==> config.mk <==
export PLATFORM = sky130hd
export DESIGN_NAME = mc_control
export DESIGN_NICKNAME = d
export VERILOG_FILES = /design/src/rtl/mc_pkg.sv /design/src/rtl/mc_alu_dec.sv /design/src/rtl/mc_control.sv
export SDC_FILE = /design/constraint.sdc
export NUM_CORES = 1
export LEC_CHECK = 0
export ABC_AREA = 0
export BUFFER_PORTS_ARGS = -buffer_cell sky130_fd_sc_hd__buf_2
export CAP_MARGIN = 20
export CORE_MARGIN = 3
export CORE_UTILIZATION = 46
export CTS_CLUSTER_SIZE = 40
export DETAILED_ROUTE_END_ITERATION = 8
export GPL_TIMING_DRIVEN = 1
export PLACE_DENSITY = 0.91
export SLEW_MARGIN = 20
export SYNTH_ARGS = -nofsm -noshare
export SYNTH_HDL_FRONTEND = slang
export SYNTH_SLANG_ARGS = --single-unit
export TNS_END_PERCENT = 1
==> constraint.sdc <==
create_clock -name clk -period 2.05 [get_ports clk]
set_input_delay 0.1025 -clock clk [delete_from_list [all_inputs] [get_ports clk]]
set_output_delay 0.1025 -clock clk [all_outputs]
set_load 0.005 [all_outputs]
==> src/rtl/mc_pkg.sv <==
// mc_pkg: shared types and encodings for the multicycle RV32I control unit.
//   state_t   - control FSM states
//   OP_*      - supported opcodes
//   ALUOP_*, ALU_*, RES_*, SRCA_*, SRCB_*, IMM_* - datapath select encodings
package mc_pkg;

  typedef enum logic [3:0] {
    S_FETCH,
    S_DECODE,
    S_MEMADR,
    S_MEMREAD,
    S_MEMWB,
    S_MEMWRITE,
    S_EXECUTER,
    S_EXECUTEI,
    S_JAL,
    S_ALUWB,
    S_BRANCH
  } state_t;

  localparam logic [6:0] OP_LW  = 7'b0000011;
  localparam logic [6:0] OP_SW  = 7'b0100011;
  localparam logic [6:0] OP_R   = 7'b0110011;
  localparam logic [6:0] OP_I   = 7'b0010011;
  localparam logic [6:0] OP_BR  = 7'b1100011;
  localparam logic [6:0] OP_JAL = 7'b1101111;

  localparam logic [1:0] ALUOP_ADD   = 2'b00;
  localparam logic [1:0] ALUOP_SUB   = 2'b01;
  localparam logic [1:0] ALUOP_FUNCT = 2'b10;

  localparam logic [2:0] ALU_ADD = 3'b000;
  localparam logic [2:0] ALU_SUB = 3'b001;
  localparam logic [2:0] ALU_AND = 3'b010;
  localparam logic [2:0] ALU_OR  = 3'b011;
  localparam logic [2:0] ALU_SLT = 3'b101;

  localparam logic [1:0] RES_ALUOUT    = 2'b00;
  localparam logic [1:0] RES_DATA      = 2'b01;
  localparam logic [1:0] RES_ALURESULT = 2'b10;

  localparam logic [1:0] SRCA_PC    = 2'b00;
  localparam logic [1:0] SRCA_OLDPC = 2'b01;
  localparam logic [1:0] SRCA_RD1   = 2'b10;

  localparam logic [1:0] SRCB_RD2  = 2'b00;
  localparam logic [1:0] SRCB_IMM  = 2'b01;
  localparam logic [1:0] SRCB_FOUR = 2'b10;

  localparam logic [1:0] IMM_I = 2'b00;
  localparam logic [1:0] IMM_S = 2'b01;
  localparam logic [1:0] IMM_B = 2'b10;
  localparam logic [1:0] IMM_J = 2'b11;

endpackage

==> src/rtl/mc_alu_dec.sv <==
// mc_alu_dec: combinational ALU decoder.
//   alu_op_i      - ALUOp from the control FSM (00 add, 01 sub, 10 by funct3)
//   funct3_i      - instruction bits 14:12
//   op5_i         - opcode bit 5 (1 for R-type, 0 for I-type ALU)
//   funct7_5_i    - instruction bit 30
//   alu_control_o - ALU operation select
module mc_alu_dec
  import mc_pkg::*;
(
  input  logic [1:0] alu_op_i,
  input  logic [2:0] funct3_i,
  input  logic       op5_i,
  input  logic       funct7_5_i,
  output logic [2:0] alu_control_o
);

  always_comb begin
    // NOTE: every combinational output gets a default first so no path leaves it unassigned (no latch).
    alu_control_o = ALU_ADD;
    case (alu_op_i)
      ALUOP_SUB: alu_control_o = ALU_SUB;
      ALUOP_FUNCT: begin
        case (funct3_i)
          // Bit 30 is part of the immediate for addi, so op[5] must gate it.
          3'b000:  alu_control_o = (op5_i & funct7_5_i) ? ALU_SUB : ALU_ADD;
          3'b010:  alu_control_o = ALU_SLT;
          3'b110:  alu_control_o = ALU_OR;
          3'b111:  alu_control_o = ALU_AND;
          default: alu_control_o = ALU_ADD;
        endcase
      end
      default: alu_control_o = ALU_ADD;
    endcase
  end

endmodule

==> src/rtl/mc_control.sv <==
// mc_control: multicycle control FSM for an RV32I subset datapath
// (lw, sw, R-type, I-type ALU, beq/bne, jal).
//   clk, rst          - clock, asynchronous active-high reset
//   op, funct3, funct7_5 - instruction fields from the instruction register
//   zero              - ALU zero flag, used for branch decisions
//   mem_ready         - memory completes the current access this cycle
//   mem_req, AdrSrc, MemWrite            - memory port control
//   IRWrite, PCWrite, RegWrite           - architectural state enables
//   ResultSrc, ALUSrcA, ALUSrcB, ALUControl, ImmSrc - datapath selects
//   illegal           - one-cycle pulse on an unsupported opcode
// Only the state is registered; every output is combinational.
module mc_control
  import mc_pkg::*;
#(
  parameter logic MEM_HANDSHAKE = 1'b1
) (
  input  logic       clk,
  input  logic       rst,
  input  logic [6:0] op,
  input  logic [2:0] funct3,
  input  logic       funct7_5,
  input  logic       zero,
  input  logic       mem_ready,
  output logic       mem_req,
  output logic       AdrSrc,
  output logic       IRWrite,
  output logic       MemWrite,
  output logic       PCWrite,
  output logic       RegWrite,
  output logic [1:0] ResultSrc,
  output logic [1:0] ALUSrcA,
  output logic [1:0] ALUSrcB,
  output logic [2:0] ALUControl,
  output logic [1:0] ImmSrc,
  output logic       illegal
);

  state_t     state_q, state_d;
  logic       rdy;
  logic       br_take;
  logic [1:0] alu_op;

  // Without the handshake every memory access completes in one cycle.
  assign rdy = MEM_HANDSHAKE ? mem_ready : 1'b1;

  always_comb begin
    case (funct3)
      3'b000:  br_take = zero;
      3'b001:  br_take = ~zero;
      default: br_take = 1'b0;
    endcase
  end

  always_comb begin
    case (op)
      OP_LW, OP_I: ImmSrc = IMM_I;
      OP_SW:       ImmSrc = IMM_S;
      OP_BR:       ImmSrc = IMM_B;
      OP_JAL:      ImmSrc = IMM_J;
      default:     ImmSrc = IMM_I;
    endcase
  end

  mc_alu_dec u_alu_dec (
    .alu_op_i      (alu_op),
    .funct3_i      (funct3),
    .op5_i         (op[5]),
    .funct7_5_i    (funct7_5),
    .alu_control_o (ALUControl)
  );

  // NOTE: sequential state uses non-blocking assignments so all flops update together at the edge.
  always_ff @(posedge clk or posedge rst) begin
    if (rst) state_q <= S_FETCH;
    else     state_q <= state_d;
  end

  always_comb begin
    state_d   = state_q;
    mem_req   = 1'b0;
    AdrSrc    = 1'b0;
    IRWrite   = 1'b0;
    MemWrite  = 1'b0;
    PCWrite   = 1'b0;
    RegWrite  = 1'b0;
    ResultSrc = RES_ALUOUT;
    ALUSrcA   = SRCA_PC;
    ALUSrcB   = SRCB_RD2;
    alu_op    = ALUOP_ADD;
    illegal   = 1'b0;
    case (state_q)
      S_FETCH: begin
        // PC+4 goes straight from the ALU result into the PC.
        mem_req   = 1'b1;
        ALUSrcB   = SRCB_FOUR;
        ResultSrc = RES_ALURESULT;
        IRWrite   = rdy;
        PCWrite   = rdy;
        if (rdy) state_d = S_DECODE;
      end
      S_DECODE: begin
        // Precompute OldPC + imm; ALUOut holds the branch/jal target.
        ALUSrcA = SRCA_OLDPC;
        ALUSrcB = SRCB_IMM;
        case (op)
          OP_LW, OP_SW: state_d = S_MEMADR;
          OP_R:         state_d = S_EXECUTER;
          OP_I:         state_d = S_EXECUTEI;
          OP_BR:        state_d = S_BRANCH;
          OP_JAL:       state_d = S_JAL;
          default: begin
            state_d = S_FETCH;
            illegal = 1'b1;
          end
        endcase
      end
      S_MEMADR: begin
        ALUSrcA = SRCA_RD1;
        ALUSrcB = SRCB_IMM;
        state_d = (op == OP_LW) ? S_MEMREAD : S_MEMWRITE;
      end
      S_MEMREAD: begin
        mem_req = 1'b1;
        AdrSrc  = 1'b1;
        if (rdy) state_d = S_MEMWB;
      end
      S_MEMWB: begin
        ResultSrc = RES_DATA;
        RegWrite  = 1'b1;
        state_d   = S_FETCH;
      end
      S_MEMWRITE: begin
        mem_req  = 1'b1;
        AdrSrc   = 1'b1;
        MemWrite = rdy;
        if (rdy) state_d = S_FETCH;
      end
      S_EXECUTER: begin
        ALUSrcA = SRCA_RD1;
        alu_op  = ALUOP_FUNCT;
        state_d = S_ALUWB;
      end
      S_EXECUTEI: begin
        ALUSrcA = SRCA_RD1;
        ALUSrcB = SRCB_IMM;
        alu_op  = ALUOP_FUNCT;
        state_d = S_ALUWB;
      end
      S_JAL: begin
        // Jump to the target in ALUOut while the ALU forms OldPC+4 for rd.
        ALUSrcA = SRCA_OLDPC;
        ALUSrcB = SRCB_FOUR;
        PCWrite = 1'b1;
        state_d = S_ALUWB;
      end
      S_ALUWB: begin
        RegWrite = 1'b1;
        state_d  = S_FETCH;
      end
      S_BRANCH: begin
        ALUSrcA = SRCA_RD1;
        alu_op  = ALUOP_SUB;
        PCWrite = br_take;
        state_d = S_FETCH;
      end
      default: state_d = S_FETCH;
    endcase
  end

endmodule

==> results.sh <==
export IMPL_cts_tree="yes"
export IMPL_yosysWarnings=0
export IMPL_arrival_ps=1840
export IMPL_path_clk_slew_ps=40
export IMPL_nFillCells=98
export IMPL_routed_wl_um=1620
export IMPL_power_density_nw_per_um2=702
export IMPL_dp_hpwl_um=1300
export IMPL_start_util_pct=51.7
export IMPL_grt_antenna_before_repair=0
export IMPL_core_sq_um=1160
export IMPL_wl_per_cell_um=12.3
export IMPL_first_pass_iters=4
export IMPL_maxSlewViolCount=0
export IMPL_synth_area_sq_um=598
export IMPL_rows=12
export IMPL_cp_max_fo=11
export IMPL_power_switching_uw=231
export IMPL_fin_util_pct=69.7
export IMPL_p_leak_nw=0.412
export IMPL_antenna_cells=0
export IMPL_ant_nets=0
export IMPL_cts_buffers=3
export IMPL_layout_nets=137
export IMPL_gp_congestion=0.808
export IMPL_swShare_pct=40.8
export IMPL_fin_skew_ps=3.54
export IMPL_clock_sinks=4
export IMPL_synth_nets=102
export IMPL_fp_dieH_um=42.1
export IMPL_grt_overflow_total=0
export IMPL_cts_root_buf="clkbuf_4"
export IMPL_slew_headroom_pct=72.1
export IMPL_clock_fmax_mhz=514
export IMPL_setup_viol=0
export IMPL_reg_top3="state_q x4"
export IMPL_max_vdd_ir_drop_mv=0.459
export IMPL_min_from="op[5]"
export IMPL_p_clk_share_pct=17.4
export IMPL_cts_path_max_buffers=2
export IMPL_die_area_sq_um=1770
export IMPL_pwr_share_seq_pct=22.7
export IMPL_multi_input_area_sq_um=459
export IMPL_fin_setup_tns_ps=0
export IMPL_area_delta_synth_final_pct=34.7
export IMPL_grt_pass1_vias=646
export IMPL_max_slew_worst_pin_slew_ps=414
export IMPL_outcome="finished, final reports clean"
export IMPL_required_ps=1950
export IMPL_cp_end_kind="output pin"
export IMPL_synthArstFlopShare_pct=100
export IMPL_m1WireLength_um=647
export IMPL_regMostFlops="state_q"
export IMPL_synth_ff_type="dfrtp_1"
export IMPL_pwr_share_comb_pct=59.9
export IMPL_hp_class="in -> reg"
export IMPL_avgViaCountPerCell=5.55
export IMPL_dieWidth_um=42.1
export IMPL_post_route_min_period_ps=1950
export IMPL_post_cts_setup_buffers=0
export IMPL_drcViolationCount=0
export IMPL_synth_area_per_cell_sq_um=7.04
export IMPL_r2r_start="state_q[2]"
export IMPL_grt_max_degree=17
export IMPL_whs_ps=214
export IMPL_timing_final_hold_violations=0
export IMPL_synth_edf_count=0
export IMPL_track_usage_pct=18.3
export IMPL_vias=732
export IMPL_synth_distinct_cells=37
export IMPL_place_area_sq_um=768
export IMPL_drive_above_1_share_pct=37.3
export IMPL_largest_reg_flops=4
export IMPL_wl_met3_um=130
export IMPL_htree_levels=1
export IMPL_rsz0062_at_grt="no"
export IMPL_cp_startpoint="state_q[0]"
export IMPL_ios=33
export IMPL_netlist_instances=85
export IMPL_final_area_sq_um=806
export IMPL_wl_met2_um=845
export IMPL_insertion_delay_ps=230
export IMPL_placement_io_buffers=32
export IMPL_ys_ff_latch=4
export IMPL_p_int_uw=335
export IMPL_grt_pass1_wl_um=2590
export IMPL_regArea_sq_um=103
export IMPL_fin_crit_sh_pct=94.9
export IMPL_critPathLaunchType="flip-flop"
export IMPL_worstSetupPathType="reg -> out"
export IMPL_dr_first_iter_drc_count=27
export IMPL_drv_cap=0
export IMPL_seq_area_frac_synth_pct=16.7
export IMPL_top_layer_used="met3"
-- cell type report --
type | count | share of cell area (%)
multi-input cells | 71 | 57.0
repair buffers | 35 | 23.0
flip-flops and latches | 4 | 12.7
clock buffers | 3 | 2.80
inverters | 5 | 2.33
well taps | 14 | 2.17
-- synth_stat cells (2+ instances only) --
master,number,area [sq um]
inv_1,5,18.8
dfrtp_1,4,100
xnor2_1,3,26.3
nor3b_1,2,15.0
and2_1,2,12.5
nor2b_1,3,18.8
nor3_1,6,30.0
nand3_1,2,10.0
nor2_1,9,33.8
a21oi_1,5,25.0
nor4_1,2,12.5
a31oi_1,2,12.5
ha_1,2,25.0
nand2_1,7,26.3
a22oi_1,2,15.0
nand2b_1,6,37.5
buf_2,3,15.0
-- cell families (layout without fill, tap and decap cells) --
logic type | Yosys count | count (layout) | synth area share (%)
simple gates | 47 | 47 | 44.4
compound gates | 18 | 18 | 21.8
buf+inv | 10 | 43 | 6.90
flops | 4 | 4 | 16.7
xor+xnor | 3 | 3 | 4.39
fa+ha+maj | 2 | 2 | 4.18
mux | 1 | 1 | 1.67
-- through the flow --
stage / power [mW] / setup slack, ps / std cells
final: 0.566 / 104 / 132
after global routing: 0.616 / 23.6 / 132
after CTS: 0.568 / 16.3 / 132
after detailed placement: 0.467 / 283 / 128
after global placement: 0.457 / 404 / 128
after floorplan: 0.334 / 529 / 85
-- worst max-delay path, stage by stage (launching register included) --
cell and delay [ps]:
dfrtp_1 480, nor2_1 190, nand3_1 140, ha_1 340, nor4_1 280, buf_2 170
-- cell usage in the layout (no fill, tap or decap), types with 2 or more instances in the layout --
cell | netlist | routed
clkbuf_4 | 0 | 3
nand2b_1 | 6 | 6
nor2_1 | 9 | 9
a31oi_1 | 2 | 2
xnor2_1 | 3 | 3
and2_1 | 2 | 2
nor2b_1 | 3 | 2
nor3b_1 | 2 | 2
nand2_1 | 7 | 7
dfrtp_1 | 4 | 2
ha_1 | 2 | 2
nor3_1 | 6 | 6
a22oi_1 | 2 | 2
nand3_1 | 2 | 2
buf_2 | 3 | 32
dfrtp_2 | 0 | 2
nor4_1 | 2 | 2
inv_1 | 5 | 5
buf_4 | 0 | 2
a21oi_1 | 5 | 5
-- per-layer routing --
metal / vias to the layer above / GRT usage, %
li1: 372 / -
met1: 324 / 21.7
met5: - / 0
met4: 0 / 7.45
met2: 36 / 31.5
met3: 0 / 4.29
-- worst paths after layout --
path | endpoint | slack [ps] | cells past startpoint
min reg2reg | state_q[2] | 630 | 1
max in group asynchronous | state_q[1] | 1570 | 3
max reg2reg | state_q[2] | 600 | 5
max | ALUControl[2] | 100 | 5
min in group asynchronous | state_q[2] | 310 | 3
min | state_q[0] | 210 | 3
-- repair_timing --
| action | CTS | global route |
|---|---|---|
| hold buffers | 1 | 0 |
| resized for setup | 0 | 3 |
| hold endpoints to repair | 4 | 0 |
| endpoints found under the setup margin | 0 | 2 |
-- power groups by stage --
stage	Sequential, mW	Clock, mW	Combinational [mW]
global placement	0.129	0	0.328
global route	0.134	0.109	0.373
CTS	0.128	0.100	0.340
finish	0.128	0.0982	0.339
detailed placement	0.129	0	0.338
floorplan	0.0984	0	0.236
No activity file was read; power rests on OpenSTA's default activity.
